<file path="src/rtl/counter_pkg.sv">
// Shared types and constants for the display counter sequencer.
// Contents: seq_state_t FSM encoding and button bit positions in btn_level_i.
// No logic; imported by counter_sequencer and its bench.
package counter_pkg;

   typedef enum logic [1:0] {
      IDLE  = 2'd0,
      RUN   = 2'd1,
      PAUSE = 2'd2,
      HOLD  = 2'd3
   } seq_state_t;

   localparam int unsigned BTN_RUN  = 0;
   localparam int unsigned BTN_UP   = 1;
   localparam int unsigned BTN_DOWN = 2;
   localparam int unsigned BTN_LOAD = 3;

endpackage

</file>
<file path="src/rtl/counter_sequencer_rise_edge_detect.sv">
// Purpose: one-cycle rising-edge events from N level inputs (combinational from the history register).
// Ports: i_clk, i_rst (async, active-high), i_level[N] in; o_event[N] out.
// History resets to RST_HIST so a level already high at reset release yields no event until re-pressed.
module rise_edge_detect #(
   parameter int                N        = 4,
   parameter logic [N-1:0]      RST_HIST = '1
) (
   input  logic          i_clk,
   input  logic          i_rst,
   input  logic [N-1:0]  i_level,
   output logic [N-1:0]  o_event
);

   logic [N-1:0] r_hist;

   always_ff @(posedge i_clk or posedge i_rst) begin
      if (i_rst) begin
         r_hist <= RST_HIST;
      end else begin
         r_hist <= i_level;
      end
   end

   assign o_event = i_level & ~r_hist;

endmodule

</file>
<file path="src/rtl/counter_sequencer.sv">
// Purpose: run/pause/direction/load FSM owning the 8-bit up/down display count register.
// Ports: CLOCK_50_I, RESET_I (async active-high), btn_level_i[4], tick_i, wrap_en_i, load_value_i in;
//        count_o, dir_down_o, state_o, running_o, bound_o out. Button effects land one cycle after the press is sampled.
module counter_sequencer
   import counter_pkg::*;
#(
   parameter int WIDTH     = 8,
   parameter int MAX_COUNT = 255
) (
   input  logic              CLOCK_50_I,
   input  logic              RESET_I,
   input  logic [3:0]        btn_level_i,
   input  logic              tick_i,
   input  logic              wrap_en_i,
   input  logic [WIDTH-1:0]  load_value_i,
   output logic [WIDTH-1:0]  count_o,
   output logic              dir_down_o,
   output logic [1:0]        state_o,
   output logic              running_o,
   output logic              bound_o
);

   localparam logic [WIDTH-1:0] MAX_C = WIDTH'(MAX_COUNT);

   seq_state_t        r_state;
   logic [WIDTH-1:0]  r_count;
   logic              r_dir_down;
   logic              r_bound;

   logic [3:0]        w_ev;
   seq_state_t        w_state_nxt;
   logic [WIDTH-1:0]  w_count_nxt;
   logic              w_dir_nxt;
   logic              w_bound_nxt;
   logic              w_hold_release;

   rise_edge_detect #(
      .N        (4),
      .RST_HIST (4'hF)
   ) u_edge (
      .i_clk   (CLOCK_50_I),
      .i_rst   (RESET_I),
      .i_level (btn_level_i),
      .o_event (w_ev)
   );

   // Leaving HOLD only makes sense if the registered direction moves off the held bound.
   assign w_hold_release = ((r_count == MAX_C) && r_dir_down) ||
                           ((r_count == '0) && !r_dir_down);

   always_comb begin
      w_state_nxt = r_state;
      w_count_nxt = r_count;
      w_dir_nxt   = r_dir_down;
      w_bound_nxt = 1'b0;

      // Simultaneous up and down presses cancel out.
      if (w_ev[BTN_UP] && !w_ev[BTN_DOWN]) begin
         w_dir_nxt = 1'b0;
      end else if (w_ev[BTN_DOWN] && !w_ev[BTN_UP]) begin
         w_dir_nxt = 1'b1;
      end

      if (w_ev[BTN_LOAD]) begin
         // Load masks run/pause and tick for this cycle.
         w_count_nxt = (load_value_i > MAX_C) ? MAX_C : load_value_i;
         w_state_nxt = PAUSE;
      end else begin
         // Step uses the direction registered at the start of the cycle.
         if ((r_state == RUN) && tick_i) begin
            if (!r_dir_down) begin
               if (r_count < MAX_C) begin
                  w_count_nxt = r_count + 1'b1;
               end else begin
                  w_bound_nxt = 1'b1;
                  if (wrap_en_i) begin
                     w_count_nxt = '0;
                  end else begin
                     w_state_nxt = HOLD;
                  end
               end
            end else begin
               if (r_count != '0) begin
                  w_count_nxt = r_count - 1'b1;
               end else begin
                  w_bound_nxt = 1'b1;
                  if (wrap_en_i) begin
                     w_count_nxt = MAX_C;
                  end else begin
                     w_state_nxt = HOLD;
                  end
               end
            end
         end

         // A run/pause press decides the state even when a step happened this cycle.
         if (w_ev[BTN_RUN]) begin
            case (r_state)
               IDLE:    w_state_nxt = RUN;
               RUN:     w_state_nxt = PAUSE;
               PAUSE:   w_state_nxt = RUN;
               HOLD:    w_state_nxt = w_hold_release ? RUN : HOLD;
               default: w_state_nxt = IDLE;
            endcase
         end
      end
   end

   always_ff @(posedge CLOCK_50_I or posedge RESET_I) begin
      if (RESET_I) begin
         r_state    <= IDLE;
         r_count    <= '0;
         r_dir_down <= 1'b0;
         r_bound    <= 1'b0;
      end else begin
         r_state    <= w_state_nxt;
         r_count    <= w_count_nxt;
         r_dir_down <= w_dir_nxt;
         r_bound    <= w_bound_nxt;
      end
   end

   assign count_o    = r_count;
   assign dir_down_o = r_dir_down;
   assign state_o    = r_state;
   assign running_o  = (r_state == RUN);
   assign bound_o    = r_bound;

endmodule

</file>
<file path="config.mk">
export PLATFORM = sky130hd
export DESIGN_NAME = counter_sequencer
export DESIGN_NICKNAME = d
export VERILOG_FILES = /design/src/rtl/counter_pkg.sv /design/src/rtl/counter_sequencer_rise_edge_detect.sv /design/src/rtl/counter_sequencer.sv
export SDC_FILE = /design/constraint.sdc
export NUM_CORES = 1
export LEC_CHECK = 0
export ABC_AREA = 1
export CORE_UTILIZATION = 36
export CTS_BUF_LIST = sky130_fd_sc_hd__clkbuf_8
export CTS_CLUSTER_DIAMETER = 100
export CTS_CLUSTER_SIZE = 30
export DETAILED_ROUTE_END_ITERATION = 10
export MAX_ROUTING_LAYER = met4
export PLACE_DENSITY = 0.68
export SKIP_CTS_REPAIR_TIMING = 1
export SLEW_MARGIN = 20
export SYNTH_ARGS = -nofsm -noshare
export SYNTH_HDL_FRONTEND = slang
export SYNTH_SLANG_ARGS = --single-unit
</file>
<file path="constraint.sdc">
create_clock -name CLOCK_50_I -period 1.65 [get_ports CLOCK_50_I]
set_input_delay 0.33 -clock CLOCK_50_I [delete_from_list [all_inputs] [get_ports CLOCK_50_I]]
set_output_delay 0.33 -clock CLOCK_50_I [all_outputs]
set_load 0.02 [all_outputs]
</file>
==> summary.txt <==
Synth
  – Syn Nets: 225
  – Synth cell types: 31
  – Synth Warn #: 0
  – Number of synthesized flops with an enable pin: 0
  – Seq/Total Area, Yosys: 0.292
  – Synth Cell Area: 1390 µm²
  – FF+latch count, synth: 16
  – Synth Instances: 205
  – Synth Flop Type: dfrtp_1
  – Synth Area per Inst: 6.78 µm²
  – Asr flop ratio synth: 1.00

Power
  – Power Total: 2940 µW
  – Pwr dens: 1520 nW/µm²
  – Leak Pwr: 0.00105 µW
  – Worst VDD drop: 0.915 mV

STA
  – RSZ-0062 raised after global routing: no
  – Least-Margin Pin Slew: 0.264 ns
  – Final Cycle Share: 0.972
  – Fin. max-slew vios: 0
  – Clk_skew: 0.00128 ns
  – # setup viols final: 0
  – Final WS setup: 0.0461 ns
  – Final hold vios: 0
  – Minimum clock period: 1.60 ns
  – Max_slew headroom: 0.824
  – F_max: 623 MHz

Final layout
  – Final cell count without fillers: 299
  – Fin nets: 272
  – Commonest non-fill, non-tap cell in the layout: nand2_1
  – Ratio of cells with drive above 1 in the final layout: 0.243
  – Most frequent cells in the layout: 67 x nand2_1, 25 x inv_1, 21 x nand3_1, 21 x clkdlybuf4s50_1, 19 x buf_4
  – FILL cells: 367
  – Antenna diodes: 0
  – P&R area growth vs syn: 38.5%
  – Design area: 1930 µm²

Routing
  – WL final: 3490 µm
  – Total number of vias: 1411
  – WL met1: 1630 µm
  – Routed vias/inst: 4.72
  – Initial DRC count: 93
  – Routed wl met2: 1650 µm
  – Drt wl/cell: 11.7 µm
  – DRC: 0
  – WL met3: 165 µm
  – Highest routed layer: met4
  – First-pass iteration count of the detailed router: 4
  – DRT antenna net count: 0

Die
  – DIE AREA: 4110 µm²
  – Vertical die dimension: 64.1 µm
  – I/O Pins: 29
  – Cell row count: 22
  – Starting Density: 0.377
  – Die Width: 64.1 µm
  – Core Box Area: 3690 µm²

Clock tree
  – Clk sinks: 16
  – Worst-path clk slew: 0.06 ns
  – Worst-Skew Late Latency: 0.25 ns
  – H-tree depth: 1
  – CTS buffer count: 3
  – CTS tree: yes
  – Max Root-Sink Buffers: 2
  – CTS root buf: clkbuf_8

GRT
  – Gr usage total: 0.197
  – GRT Residual Overflow: 0
  – First-pass GRT wire length: 6040 µm
  – Vias in the first global route: 1376
  – Antenna violations before repair: 0
  – Pin count of the biggest net entering global routing: 17

Worst setup path
  – Reg2Reg Setup Slack: 0.10 ns
  – Worst Path Required: 1.32 ns
  – Critical path peak fanout: 4
  – Crit path buf inv count: 1
  – CP top delay family: buffers and inverters
  – Crit end category: output pin
  – WP data arrival: 1.27 ns
  – Max stage delay on crit path: 0.62 ns
  – Critical Path Start Type: register
  – Worst path cell trace: clkdlybuf4s50_1
  – Critical Path Slowest Stage Cell: clkdlybuf4s50_1
  – Critical path class: reg -> out

Place
  – Port Buffer Count: 28
  – RD Place Congestion: 0.866
  – Placed Instances: 295
  – Detailed Place HPWL: 2780 µm
  – Dpl ws: -0.111 ns
  – Placed cell area: 1840 µm²

Flow run
  – Max-cap violations: 0

Status
  – Status: complete, no violations

Min path
  – HP Class: in -> async
## final cells by class
cell class	instances	area, µm²	area share
clock buffer	4	55.1	0.0286
timing repair buffer	48	460	0.239
tap	48	60.1	0.0312
sequential	16	408	0.212
inverter	28	110	0.0572
multi-input combinational	155	832	0.432
## state kept, by name, indices dropped and copies added, names as in the netlist
signal         cells
count_o            8
state_o            2
bound_o            1
u_edge.r_hist      4
dir_down_o         1
## layer usage
layer  up-vias  global-route usage
li1        735                   -
met1       628               0.242
met2        44               0.335
met3         4              0.0393
met4         0              0.0417
met5         -                   -
## cells by family (layout without fill, tap and decap cells)
group | count (synthesis) | in the layout | share of synthesized area
AND/OR/NAND/NOR | 138 | 138 | 0.500
buffers and inverters | 34 | 80 | 0.115
flip-flops | 16 | 16 | 0.292
AO/OA/AOI/OAI | 12 | 12 | 0.0504
adder cells (fa/ha/maj) | 4 | 4 | 0.0360
XOR/XNOR | 1 | 1 | 0.00630
## Yosys cell counts (2+ instances only)
library cell	number	area (µm²)
nand3_2	6	60.1
inv_2	2	7.51
nor2_4	3	33.8
inv_1	25	93.8
dfstp_2	4	105
nand2_1	67	251
nand4_1	4	25.0
o21ai_0	5	25.0
nand3_1	21	105
dfrtp_1	12	300
or2_2	5	31.3
nand2_2	6	37.5
nor2_2	3	18.8
buf_6	3	33.8
a21oi_1	4	20.0
nor2_1	17	63.8
ha_1	4	50.1
## through the flow
step | TNS (ns) | util | hold WS [ns]
3_3_place_gp | -0.537 | 0.500 | 0.527
4_1_cts | -0.586 | 0.515 | 0.386
2_1_floorplan | 0 | - | 0.241
5_1_grt | 0 | 0.522 | 0.414
3_5_place_dp | -0.841 | 0.500 | 0.536
6_report | 0 | 0.522 | 0.381
## power by group
group | total [µW] | switching [µW] | internal [µW]
combinational | 1880 | 1050 | 827
sequential | 707 | 186 | 521
clock | 350 | 138 | 212
## worst paths after layout
| kind | startpoint | cells after the start | endpoint |
|---|---|---|---|
| worst max-delay path | state_o[1] | 1 | state_o[1] |
| worst min-delay path | RESET_I | 3 | count_o[0] |
| worst max register to register | count_o[0] | 9 | count_o[0] |
| worst min register to register | dir_down_o | 2 | dir_down_o |
| max in group asynchronous | RESET_I | 3 | u_edge.r_hist[1] |
| min in group CLOCK_50_I | btn_level_i[2] | 1 | u_edge.r_hist[2] |
No activity file was read; power rests on OpenSTA's default activity.
